`config.mk`:
```
export PLATFORM = sky130hd
export DESIGN_NAME = stage_decode
export DESIGN_NICKNAME = d
export VERILOG_FILES = /design/src/rtl/cpu_pkg.sv /design/src/rtl/decode_scoreboard.sv /design/src/rtl/stage_decode.sv
export SDC_FILE = /design/constraint.sdc
export NUM_CORES = 1
export LEC_CHECK = 0
export ABC_AREA = 1
export BUFFER_PORTS_ARGS = -buffer_cell sky130_fd_sc_hd__buf_2
export CAP_MARGIN = 15
export CORE_MARGIN = 2
export CORE_UTILIZATION = 40
export DETAILED_ROUTE_END_ITERATION = 10
export HOLD_SLACK_MARGIN = 0.06
export PLACE_DENSITY_LB_ADDON = 0.12
export SLEW_MARGIN = 30
export SYNTH_ARGS = -nofsm -noshare
export SYNTH_HDL_FRONTEND = slang
export SYNTH_SLANG_ARGS = --single-unit
```
`constraint.sdc`:
```
create_clock -name clk -period 4.1 [get_ports clk]
set_input_delay 0.205 -clock clk [delete_from_list [all_inputs] [get_ports clk]]
set_output_delay 0.205 -clock clk [all_outputs]
set_load 0.005 [all_outputs]
```
`src/rtl/cpu_pkg.sv`:
```
// cpu_pkg: instruction type codes, field bit positions and per-type
// register-usage helpers shared by the decode stage and its scoreboard.
package cpu_pkg;

    // Instruction type codes (instruction bits [4:0])
    localparam logic [4:0] TYPE_NOP   = 5'd0;
    localparam logic [4:0] TYPE_ALU   = 5'd1;
    localparam logic [4:0] TYPE_LOAD  = 5'd2;
    localparam logic [4:0] TYPE_STORE = 5'd3;
    localparam logic [4:0] TYPE_JUMP  = 5'd4;
    localparam logic [4:0] TYPE_HALT  = 5'd5;

    // Field bit positions within the 32-bit instruction word
    localparam int TYPE_LSB = 0;
    localparam int TYPE_MSB = 4;
    localparam int RD_LSB   = 5;
    localparam int RD_MSB   = 9;
    localparam int RS1_LSB  = 10;
    localparam int RS1_MSB  = 14;
    localparam int RS2_LSB  = 15;
    localparam int RS2_MSB  = 19;
    localparam int IMM_LSB  = 20;
    localparam int IMM_MSB  = 31;

    // Decoded operation as held in the decode->execute register
    typedef struct packed {
        logic        valid;
        logic [4:0]  op_type;
        logic [4:0]  rd;
        logic [4:0]  rs1;
        logic [4:0]  rs2;
        logic [31:0] imm;
        logic [31:0] pc;
    } ex_op_t;

    // Type codes above HALT are undefined
    function automatic logic is_legal(input logic [4:0] t);
        return (t <= TYPE_HALT);
    endfunction

    // Types that produce a register result in rd
    function automatic logic writes_rd(input logic [4:0] t);
        return (t == TYPE_ALU) || (t == TYPE_LOAD);
    endfunction

    // Types that consume rs1 (JUMP uses it as the condition)
    function automatic logic reads_rs1(input logic [4:0] t);
        return (t == TYPE_ALU) || (t == TYPE_LOAD) ||
               (t == TYPE_STORE) || (t == TYPE_JUMP);
    endfunction

    // Types that consume rs2 (JUMP uses it as the target address)
    function automatic logic reads_rs2(input logic [4:0] t);
        return (t == TYPE_ALU) || (t == TYPE_STORE) || (t == TYPE_JUMP);
    endfunction

endpackage

```
`src/rtl/decode_scoreboard.sv`:
```
// decode_scoreboard: pending-write mask for the decode stage.
// A bit is set when a register-writing instruction issues and cleared when
// writeback retires that register. Reports RAW/WAW hazards for the
// instruction currently in decode.
// Optional feature macro: STAGE_DECODE_WB_BYPASS_EN -- a same-cycle
// writeback is treated as already retired when evaluating hazards.
module decode_scoreboard
    import cpu_pkg::*;
#(
    parameter int NREGS = 32
) (
    input  logic       clk,
    input  logic       rst,
    input  logic [4:0] rd,
    input  logic [4:0] rs1,
    input  logic [4:0] rs2,
    input  logic       chk_rd,
    input  logic       chk_rs1,
    input  logic       chk_rs2,
    input  logic       set_en,
    input  logic       wb_valid,
    input  logic [4:0] wb_reg,
    output logic       hazard
);

    logic [NREGS-1:0] r_pending;
    logic [NREGS-1:0] w_pending_next;
    logic [NREGS-1:0] w_set;
    logic [NREGS-1:0] w_clr;
    logic [NREGS-1:0] w_pend_eff;

    // Per-register set/clear strobes; r0 is never marked pending
    generate
        for (genvar gi = 0; gi < NREGS; gi++) begin : g_bits
            assign w_set[gi] = set_en && (rd == 5'(gi)) && (gi != 0);
            assign w_clr[gi] = wb_valid && (wb_reg == 5'(gi));
        end
    endgenerate

    // Next mask: clear retired registers, then set newly issued writers (set wins)
    always_comb begin
        w_pending_next = (r_pending & ~w_clr) | w_set;
    end

    // Pending mask register
    always_ff @(posedge clk or negedge rst) begin
        if (!rst) begin
            r_pending <= '0;
        end else begin
            r_pending <= w_pending_next;
        end
    end

    // View of the mask used for hazard evaluation
    always_comb begin
`ifdef STAGE_DECODE_WB_BYPASS_EN
        w_pend_eff = r_pending & ~w_clr;
`else
        w_pend_eff = r_pending;
`endif
    end

    // RAW on either source, or WAW on the destination
    always_comb begin
        hazard = (chk_rs1 && w_pend_eff[rs1]) ||
                 (chk_rs2 && w_pend_eff[rs2]) ||
                 (chk_rd  && w_pend_eff[rd]);
    end

endmodule

```
`src/rtl/stage_decode.sv`:
```
// stage_decode: second pipeline stage. Splits the fetch issue-register
// instruction into fields, checks the pending-write scoreboard, holds
// fetch on hazards/execute backpressure/halt, and loads the
// decode->execute register (a bubble when decode must hold).
// Optional feature macro: STAGE_DECODE_WB_BYPASS_EN (see decode_scoreboard).
module stage_decode
    import cpu_pkg::*;
#(
    parameter int NREGS = 32
) (
    input  logic        clk,
    input  logic        rst,
    input  logic [31:0] current_instruction,
    input  logic [31:0] pc_in,
    input  logic        ex_stall,
    input  logic        wb_valid,
    input  logic [4:0]  wb_reg,
    output logic [4:0]  current_instruction_type,
    output logic        stall,
    output logic        ex_valid,
    output logic [4:0]  ex_type,
    output logic [4:0]  ex_rd,
    output logic [4:0]  ex_rs1,
    output logic [4:0]  ex_rs2,
    output logic [31:0] ex_imm,
    output logic [31:0] ex_pc,
    output logic        halted,
    output logic        illegal
);

    logic [4:0]  w_type;
    logic [4:0]  w_rd;
    logic [4:0]  w_rs1;
    logic [4:0]  w_rs2;
    logic [31:0] w_imm;
    logic        w_legal;
    logic        w_hazard;
    logic        w_stall;
    logic        w_issue;
    ex_op_t      w_issue_op;
    ex_op_t      r_ex;
    logic        r_halted;
    logic        r_illegal;

    // Field extraction
    assign w_type  = current_instruction[TYPE_MSB:TYPE_LSB];
    assign w_rd    = current_instruction[RD_MSB:RD_LSB];
    assign w_rs1   = current_instruction[RS1_MSB:RS1_LSB];
    assign w_rs2   = current_instruction[RS2_MSB:RS2_LSB];
    assign w_imm   = {{20{current_instruction[IMM_MSB]}}, current_instruction[IMM_MSB:IMM_LSB]};
    assign w_legal = is_legal(w_type);

    assign current_instruction_type = w_type;

    decode_scoreboard #(
        .NREGS (NREGS)
    ) u_scoreboard (
        .clk      (clk),
        .rst      (rst),
        .rd       (w_rd),
        .rs1      (w_rs1),
        .rs2      (w_rs2),
        .chk_rd   (writes_rd(w_type)),
        .chk_rs1  (reads_rs1(w_type)),
        .chk_rs2  (reads_rs2(w_type)),
        .set_en   (w_issue && writes_rd(w_type)),
        .wb_valid (wb_valid),
        .wb_reg   (wb_reg),
        .hazard   (w_hazard)
    );

    assign w_stall = w_hazard || ex_stall || r_halted;
    assign w_issue = !w_stall;
    assign stall   = w_stall;

    // Operation loaded on issue; an illegal type becomes a NOP at the same address
    always_comb begin
        w_issue_op    = '0;
        w_issue_op.pc = pc_in - 32'd1;
        if (w_legal) begin
            w_issue_op.valid   = (w_type != TYPE_NOP);
            w_issue_op.op_type = w_type;
            w_issue_op.rd      = w_rd;
            w_issue_op.rs1     = w_rs1;
            w_issue_op.rs2     = w_rs2;
            w_issue_op.imm     = w_imm;
        end
    end

    // Decode->execute register: issue, bubble when holding, or freeze under ex_stall
    always_ff @(posedge clk or negedge rst) begin
        if (!rst) begin
            r_ex <= '0;
        end else if (w_issue) begin
            r_ex <= w_issue_op;
        end else if (!ex_stall) begin
            r_ex <= '0;
        end
    end

    // Sticky status flags, set only by an instruction that actually issues
    always_ff @(posedge clk or negedge rst) begin
        if (!rst) begin
            r_halted  <= 1'b0;
            r_illegal <= 1'b0;
        end else begin
            if (w_issue && (w_type == TYPE_HALT)) begin
                r_halted <= 1'b1;
            end
            if (w_issue && !w_legal) begin
                r_illegal <= 1'b1;
            end
        end
    end

    assign ex_valid = r_ex.valid;
    assign ex_type  = r_ex.op_type;
    assign ex_rd    = r_ex.rd;
    assign ex_rs1   = r_ex.rs1;
    assign ex_rs2   = r_ex.rs2;
    assign ex_imm   = r_ex.imm;
    assign ex_pc    = r_ex.pc;
    assign halted   = r_halted;
    assign illegal  = r_illegal;

endmodule

```
==> results of run 1 <==
## worst max-delay path: cells and delay by family, from the launching register on
kind                   cells  cell delay, ns
flip-flops                 1            0.43
AO/OA/AOI/OAI              3            0.42
AND/OR/NAND/NOR            4            0.60
buffers and inverters      2            0.58
## state kept, by name, summed over array words and instances (netlist names)
register,flops
ex_type,5
ex_pc,32
ex_rs2,5
u_scoreboard.r_pending,32
halted,1
illegal,1
ex_rd,5
ex_imm,12
ex_valid,1
ex_rs1,5
## Yosys cell counts (all sizes together) (2+ instances only)
| master | number |
|---|---|
| nand2 | 287 |
| o21ai | 113 |
| dfrtp | 99 |
| nor2 | 74 |
| inv | 56 |
| nand3 | 55 |
| buf | 46 |
| nand4 | 35 |
| clkbuf | 21 |
| nor3 | 20 |
| a21oi | 19 |
| xor2 | 19 |
| xnor2 | 10 |
| o21bai | 2 |
## cell families after synthesis
kind of cell | Yosys count | synth area share
AO/OA/AOI/OAI | 137 | 0.115
XOR/XNOR | 29 | 0.0419
adder cells (fa/ha/maj) | 1 | 0.00206
buffers and inverters | 124 | 0.103
flip-flops | 99 | 0.409
AND/OR/NAND/NOR | 474 | 0.329
## area by class of cell
cell class                 count  area (µm²)
tap                          184         230
sequential                    99        2480
clock buffer                  11         233
inverter                      57         214
fill                        1534        7540
timing repair buffer         174         905
multi-input combinational    641        2960
clock inverter                 5        85.1
## where the power goes
part,internal (mW),switching [mW]
logic,0.164,0.295
clock network,0.539,0.377
registers,1.05,0.0538
total,1.76,0.726
## per-layer routing
metal  track usage  vias to the layer above
li1              -                     3020
met5             0                        -
met1         0.324                     2825
met4        0.0698                        0
met3        0.0339                       27
met2         0.343                      222
## final timing paths
check,end,cells past startpoint,from,slack (ns)
hold reg to reg,ex_type[4],2,ex_type[4],0.47
setup / recovery,stall,9,u_scoreboard.r_pending[1],1.49
max in group asynchronous,ex_imm[30],3,rst,2.79
setup reg to reg,ex_rs1[3],10,u_scoreboard.r_pending[1],1.70
min in group asynchronous,ex_pc[24],2,rst,0.42
hold / removal,ex_imm[3],3,current_instruction[23],0.11
## cell usage in the layout, fill, tap and decap left out, drive strengths merged
cell type and count:
o211ai 1, xnor2 10, nor4 1, bufinv 2, inv 56, and2 1
a21o 1, ha 1, nand4 35, o21ai 113, nor2 74, a21oi 19
nand2 287, o21bai 2, buf 172, a31oi 1, dfrtp 99, and3 1
nor3 20, clkinv 3, dlygate4sd3 2, clkinvlp 1, clkbuf 11, nand3 55
xor2 19
==> flow_metrics.py, run 1 <==
metrics = {
    "pwr": {
        "leakagePower_nw": 3.62,
        "ir_drop_uv": 194,
        "power.density_nw_per_um2": 349,
        "finalPower_mw": 2.48,
    },
    "placement": {
        "dpl_cell_area_um2": 6770,
        "dp.cells": 1153,
        "io_buffers": 165,
        "dp_slack_ns": 1.41,
        "gp_congestion": 0.886,
        "dpl.hpwl_um": 13000,
    },
    "setup_path": {
        "crit_top_cell": "nand3_1",
        "cp-end-kind": "primary output",
        "crit_fanout": 32,
        "critical_path_arrival_ns": 2.40,
        "worst_ep_required_time_ns": 3.89,
        "critPathSlowestCell": "dfrtp_1",
        "critical-path-max-stage-delay_ns": 0.43,
        "critical_path.cell_chain": "a21oi_1 -> o21ai_0 -> nand3_1 -> nand3_1 -> a21o_1 -> nand3_1 -> buf_4 -> nand2_2 -> buf_2",
        "crit_path_start_kind": "flop",
        "crit_type": "reg2out",
    },
    "clock_tree": {
        "cts_tree": "built",
        "cts_buffers": 9,
        "post_cts_resized": 0,
        "clock_sinks": 99,
        "cts_root_buffer": "clkbuf_16",
        "clk_pin_slew_ns": 0.07,
        "clk_path_buf_depth": 2,
        "post_cts_buffers": 0,
        "clock_latency_ns": 0.35,
        "ctsHtreeMaxLevel": 3,
        "hold_buffers": 2,
    },
    "worst_hold_path": {
        "hp-class": "in2reg",
    },
    "detailed_routing": {
        "met1Wirelength_um": 8610,
        "wire_per_inst_um": 15.4,
        "met3_length_um": 1240,
        "routed_via_density": 5.20,
        "ant_nets": 0,
        "drt_iter0_drc": 483,
        "dr_wl_met2_um": 7800,
        "drc_errors": 0,
        "vias": 6094,
        "finalWirelength_um": 18000,
        "top_layer": "met4",
        "drt_pass1_iterations": 5,
    },
    "sta": {
        "skew_ns": 0.0108,
        "hold_violations": 0,
        "fmax_mhz": 384,
        "finalMaxSlewViolations": 0,
        "finalSetupViolations": 0,
        "min_period_ns": 2.61,
        "worst_pin_slew_ns": 0.875,
        "tns_ns": 0,
        "period_share": 0.636,
        "fin_ws_ns": 1.49,
        "hold_slack_ns": 0.108,
        "rsz0062_at_grt": "false",
        "relSlewSlack": 0.413,
    },
    "die": {
        "die-area_um2": 16200,
        "core_um2": 14600,
        "fp.dieH_um": 127,
        "die_w_um": 127,
        "placementRows": 44,
        "ios": 166,
        "initial_core_util": 0.414,
    },
    "global_route": {
        "grt_overflow": 0,
        "antenna_found_initial": 0,
        "grt_usage": 0.223,
        "first_global_vias": 5459,
        "grt_pass1_wl_um": 28700,
        "grt_max_degree": 72,
    },
    "final_layout": {
        "diodes": 0,
        "final_core_util": 0.485,
        "final_cell_count_no_fill": 1171,
        "drive_above_1_share": 0.199,
        "final_nets": 1056,
        "post-route-cell-area_um2": 7110,
        "area_delta_synth_final_pct": 17.2,
    },
    "logic_synthesis": {
        "syn_area_um2": 6060,
        "ys_types": 31,
        "synth-seq-cells": 99,
        "ys_warn_count": 0,
        "synth_fp_nets": 938,
        "synth_area_leaders": "dfrtp_1 41%, nand2_1 18%, o21ai_0 6.1%",
        "async_flop_share": 1.00,
        "synth_top_area_frac": 0.409,
        "synth_edf_count": 0,
        "yosysSeqAreaShare": 0.409,
        "synth_cells": 864,
        "ys.flop_type": "dfrtp_1",
        "synth_largest_area_cell": "dfrtp_1",
        "syn_area_per_cell_um2": 7.02,
    },
    "flow_run": {
        "maxCapViolCount": 0,
    },
    "outcome": {
        "outcome": "finished clean",
    },
}
No activity file was read; power rests on OpenSTA's default activity.
==> run 2: changes to the inputs <==
==> constraint.sdc (replaced) <==
create_clock -name clk -period 2.25 [get_ports clk]
set_input_delay 0.1125 -clock clk [delete_from_list [all_inputs] [get_ports clk]]
set_output_delay 0.1125 -clock clk [all_outputs]
set_load 0.005 [all_outputs]
==> flow_metrics.py, run 2 (same netlist as run 1, synthesis figures left out) <==
metrics = {
    "setup_path": {
        "crit_type": "in2reg",
        "worst_ep_required_time_ns": 2.49,
        "critical_path_arrival_ns": 2.43,
        "crit-reg2reg-launch": "u_scoreboard.r_pending[6]",
        "cp-end-kind": "flop",
        "startpoint": "pc_in[0]",
        "r2r_slack_ns": 0.29,
        "crit_fanout": 5,
        "crit_path_start_kind": "primary input",
    },
    "final_layout": {
        "area_delta_synth_final_pct": 23.5,
        "diodes": 0,
        "seq_area_um2": 2480,
        "final_common_cell": "nand2_1",
        "final_nets": 1091,
        "nFillCells": 1512,
        "layout_common_cells": "283 x nand2_1, 164 x buf_2, 94 x dfrtp_1",
        "post-route-cell-area_um2": 7490,
        "multi_input_area_um2": 3000,
        "drive_above_1_share": 0.225,
    },
    "detailed_routing": {
        "wire_per_inst_um": 16.0,
        "drt_pass1_iterations": 5,
        "drc_errors": 0,
        "routed_via_density": 5.23,
        "vias": 6310,
        "finalWirelength_um": 19200,
        "drt_iter0_drc": 455,
        "ant_nets": 0,
    },
    "sta": {
        "rsz0062_at_grt": "true",
        "worst_pin_slew_ns": 0.692,
        "fmax_mhz": 456,
        "finalSetupViolations": 0,
        "tns_ns": 0,
        "relSlewSlack": 0.539,
        "finalMaxSlewViolations": 0,
        "skew_ns": 0.00664,
        "period_share": 0.974,
        "hold_violations": 0,
        "min_period_ns": 2.19,
        "hold_slack_ns": 0.0681,
    },
    "die": {
        "die_w_um": 127,
        "initial_core_util": 0.414,
        "core_um2": 14600,
        "ios": 166,
        "die-area_um2": 16200,
        "placementRows": 44,
        "fp.dieH_um": 127,
    },
    "global_route": {
        "first_global_vias": 5737,
        "grt_max_degree": 66,
        "grt_usage": 0.238,
        "grt_overflow": 0,
        "antenna_found_initial": 0,
        "grt_pass1_wl_um": 30400,
    },
    "clock_tree": {
        "clk_path_buf_depth": 2,
        "clock_sinks": 99,
        "cts_root_buffer": "clkbuf_16",
        "clk_pin_slew_ns": 0.07,
        "ctsHtreeMaxLevel": 3,
        "clock_latency_ns": 0.36,
        "cts_buffers": 9,
        "cts_tree": "built",
    },
    "pwr": {
        "power.density_nw_per_um2": 603,
        "ir_drop_uv": 341,
        "leakagePower_nw": 3.80,
        "finalPower_mw": 4.52,
    },
    "worst_hold_path": {
        "min-delay-start": "current_instruction[8]",
        "hp-class": "in2reg",
    },
    "placement": {
        "dpl_cell_area_um2": 6910,
        "gp_congestion": 0.933,
        "io_buffers": 165,
        "dpl.hpwl_um": 13700,
    },
    "outcome": {
        "outcome": "finished clean",
    },
    "flow_run": {
        "maxCapViolCount": 0,
    },
}
==> run 2: changes by cell type in the layout (fill, tap and decap cells not counted), moves of 3 or more <==
| cell | previous run | this run |
|---|---|---|
| dfrtp_2 | 0 | 5 |
| dlygate4sd3_1 | 2 | 19 |
| buf_12 | 0 | 4 |
| nor2_1 | 71 | 68 |
| buf_4 | 7 | 21 |
| dfrtp_1 | 99 | 94 |
==> run 2: power breakdown <==
part	internal (mW)	total, mW	switching [mW]
Clock	0.820	1.54	0.725
Combinational	0.377	0.957	0.580
Sequential	1.92	2.01	0.0963
==> run 2: final timing paths <==
path / end / cells past startpoint
worst max-delay path: ex_pc[29] / 10
worst min register to register: ex_type[4] / 2
min in group asynchronous: ex_pc[24] / 2
max in group asynchronous: u_scoreboard.r_pending[7] / 3
worst min-delay path: ex_rd[3] / 3
worst max register to register: ex_pc[16] / 11
==> run 2: metal layers <==
| layer | vias to the layer above | wire, µm | track usage |
|---|---|---|---|
| met5 | - | 0 | 0 |
| met4 | 0 | 419 | 0.0698 |
| met3 | 35 | 1390 | 0.0536 |
| met2 | 265 | 8630 | 0.370 |
| met1 | 2911 | 8800 | 0.336 |
| li1 | 3099 | - | - |
==> run 2: final cells by class <==
class | count | share of cell area
inverter | 57 | 0.0286
tap | 184 | 0.0307
timing repair buffer | 209 | 0.170
clock inverter | 4 | 0.00451
clock buffer | 12 | 0.0342
sequential | 99 | 0.332
multi-input combinational | 641 | 0.400
==> run 2: per-stage QoR <==
stage | util | instances | setup WS (ns)
after detailed placement | 0.472 | 1166 | 0.229
final | 0.511 | 1206 | 0.0591
after global placement | 0.472 | 1166 | 0.260
after CTS | 0.505 | 1201 | 0.0118
after floorplan | - | 864 | 0.671
after global routing | 0.511 | 1206 | -0.0584
==> run 2: what timing repair did <==
action,in CTS,in global routing
hold endpoints to repair,66,0
buffers inserted,0,4
cloned,0,1
setup endpoints to repair,1,7
pin swaps,0,1
hold buffers,19,0
resized for setup,1,16
==> run 2: critical path, stage by stage <==
cell,delay (ns)
dlygate4sd3_1,0.53
buf_2,0.12
inv_1,0.06
nand3_1,0.14
nor2_1,0.35
nand4_1,0.31
nor2_1,0.37
nand3_1,0.16
xor2_1,0.18
o21ai_1,0.08
==> run 3: changes to the inputs <==
--- a/config.mk
+++ b/config.mk
@@ -11,9 +11,10 @@
 export CORE_MARGIN = 2
 export CORE_UTILIZATION = 40
 export DETAILED_ROUTE_END_ITERATION = 10
-export HOLD_SLACK_MARGIN = 0.06
+export HOLD_SLACK_MARGIN = 0.1
 export PLACE_DENSITY_LB_ADDON = 0.12
 export SLEW_MARGIN = 30
 export SYNTH_ARGS = -nofsm -noshare
 export SYNTH_HDL_FRONTEND = slang
+export SYNTH_HIERARCHICAL = 1
 export SYNTH_SLANG_ARGS = --single-unit
==> flow_metrics.py, run 3 <==
metrics = {
    "logic_synthesis": {
        "synth-seq-cells": 99,
        "yosys.area_share.simple": 0.380,
        "synth_compound_area_frac": 0.115,
        "async_flop_share": 1.00,
        "ys.flop_type": "dfrtp_1",
        "synth_largest_area_cell": "dfrtp_1",
        "synth_top_family_by_area": "simple AND/OR/NAND/NOR gates",
        "syn_area_per_cell_um2": 6.82,
        "syn_area_um2": 6110,
        "synthMuxAreaShare": 0,
        "synthTopCellsByCount": "362 x nand2_1, 99 x dfrtp_1, 82 x o21ai_0",
        "synth_fp_nets": 970,
        "synth_cells": 896,
        "synth.most_common_cell": "nand2_1",
        "ys_warn_count": 6,
        "synth_area_leaders": "dfrtp_1 41%, nand2_1 22%, o21ai_0 6.7%",
        "ys_types": 34,
        "synthAdderAreaFrac": 0.00205,
        "yosysSeqAreaShare": 0.406,
        "synth_edf_count": 0,
        "synth_top_area_frac": 0.406,
        "synthXorXnorAreaFrac": 0.00574,
    },
    "detailed_routing": {
        "drt_iter0_drc": 512,
        "ant_nets": 0,
        "drt_pass1_iterations": 7,
        "wire_per_inst_um": 15.7,
        "routed_via_density": 5.05,
        "vias": 6470,
        "drc_errors": 0,
        "finalWirelength_um": 20100,
    },
    "clock_tree": {
        "cts_tree": "built",
        "clk_pin_slew_ns": 0.08,
        "clock_sinks": 99,
        "ctsHtreeMaxLevel": 3,
        "cts_root_buffer": "clkbuf_16",
        "clock_latency_ns": 0.36,
        "cts_buffers": 9,
        "clk_path_buf_depth": 2,
    },
    "setup_path": {
        "r2r_cells": 14,
        "startpoint": "current_instruction[2]",
        "worst_ep_required_time_ns": 2.50,
        "critical_path_arrival_ns": 2.47,
        "crit_path_start_kind": "primary input",
        "cp-end-kind": "flop",
        "regToRegEndpoint": "u_scoreboard/r_pending[6]",
        "crit_fanout": 17,
        "crit_type": "in2reg",
        "r2r_slack_ns": 0.05,
        "crit-reg2reg-launch": "u_scoreboard/r_pending[25]",
        "endpoint": "ex_pc[3]",
    },
    "final_layout": {
        "area_delta_synth_final_pct": 32.9,
        "layout_common_cells": "358 x nand2_1, 164 x buf_2, 88 x dfrtp_1",
        "seq_area_um2": 2490,
        "multi_input_area_um2": 3210,
        "drive_above_1_share": 0.262,
        "final_nets": 1163,
        "diodes": 0,
        "nFillCells": 1505,
        "final_core_util": 0.540,
        "final_common_cell": "nand2_1",
    },
    "global_route": {
        "antenna_found_initial": 0,
        "grt_pass1_wl_um": 31000,
        "grt_max_degree": 66,
        "grt_overflow": 0,
        "grt_usage": 0.244,
        "first_global_vias": 5835,
    },
    "sta": {
        "rsz0062_at_grt": "true",
        "period_share": 0.987,
        "finalSetupViolations": 0,
        "worst_pin_slew_ns": 0.683,
        "finalMaxSlewViolations": 0,
        "fmax_mhz": 450,
        "relSlewSlack": 0.545,
        "skew_ns": 0.0105,
        "min_period_ns": 2.22,
        "hold_violations": 0,
        "tns_ns": 0,
    },
    "die": {
        "ios": 166,
        "fp.dieH_um": 128,
        "placementRows": 45,
        "initial_core_util": 0.406,
        "die-area_um2": 16300,
        "die_w_um": 128,
        "core_um2": 15000,
    },
    "placement": {
        "io_buffers": 165,
        "dpl.hpwl_um": 14400,
        "gp_congestion": 0.969,
    },
    "worst_hold_path": {
        "hp-class": "in2reg",
        "min-delay-start": "pc_in[2]",
    },
    "flow_run": {
        "maxCapViolCount": 0,
    },
    "pwr": {
        "leakagePower_nw": 4.15,
        "power.density_nw_per_um2": 488,
        "ir_drop_uv": 341,
    },
    "outcome": {
        "outcome": "finished clean",
    },
}
## run 3: cell type report
type,instances,area share
multi-input combinational,684,0.395
sequential,99,0.307
timing repair buffer,237,0.201
tap,188,0.0290
inverter,58,0.0284
clock buffer,9,0.0278
clock inverter,7,0.0114
## run 3: timing repair
action                                 in CTS  in global routing
pin swaps                                   0                 14
endpoints found under the hold margin      81                  0
setup endpoints to repair                   1                 77
cloned                                      0                  4
gates resized for setup                     1                 85
setup buffers                               0                  2
hold buffers                               48                  0
## run 3: stage by stage
stage	power, mW	instance area [µm²]	cells	hold WS, ns	worst slack, ns
after floorplan	2.03	6110	896	-0.183	0.00935
after global placement	2.24	7030	1212	0.108	0.0102
after detailed placement	2.23	7030	1212	0.107	-0.0949
after CTS	3.98	7840	1276	0.108	0.0439
after global routing	4.12	8120	1282	0.111	-0.118
final	3.96	8120	1282	0.118	0.0289
## run 3: cells by family after synthesis
logic type                 after synthesis
AOI/OAI and AO/OA                      132
xor gates and xnor gates                 4
adders and majority gates                1
buffers and inverters                  113
DFF                                     99
and+or+nand+nor                        547
## run 3: routing by layer
metal	track usage	up-vias	wire length [µm]
met5	0	-	0
met4	0.0750	0	330
met3	0.0356	20	1300
met2	0.356	253	8760
met1	0.371	2961	9750
li1	-	3236	-
## run 3: where the power goes
| group | internal, mW | leakage (nW) | switching, mW |
|---|---|---|---|
| Sequential | 1.78 | 1.36 | 0 |
| Combinational | 0.184 | 2.64 | 0.312 |
| Clock | 0.897 | 0.156 | 0.791 |
## run 3: worst min-delay path by stage
stage / end / slack (ns) / cells after the start
after global placement: u_scoreboard/r_pending[27] / 0.11 / 1
after CTS: ex_pc[2] / 0.11 / 3
after floorplan: ex_imm[0] / -0.18 / 0
after global routing: ex_pc[2] / 0.11 / 3
final: ex_pc[2] / 0.12 / 3
after detailed placement: u_scoreboard/r_pending[27] / 0.11 / 1
## run 3: critical path, stage by stage
cell,delay (ns)
dlygate4sd3_1,0.53
buf_2,0.15
inv_1,0.10
nand2_1,0.18
o21ai_1,0.24
nand3_1,0.14
nand3_2,0.10
nor2_2,0.04
nand2_2,0.08
buf_4,0.12
buf_12,0.14
clkinv_8,0.09
clkbuf_16,0.19
a32o_1,0.26
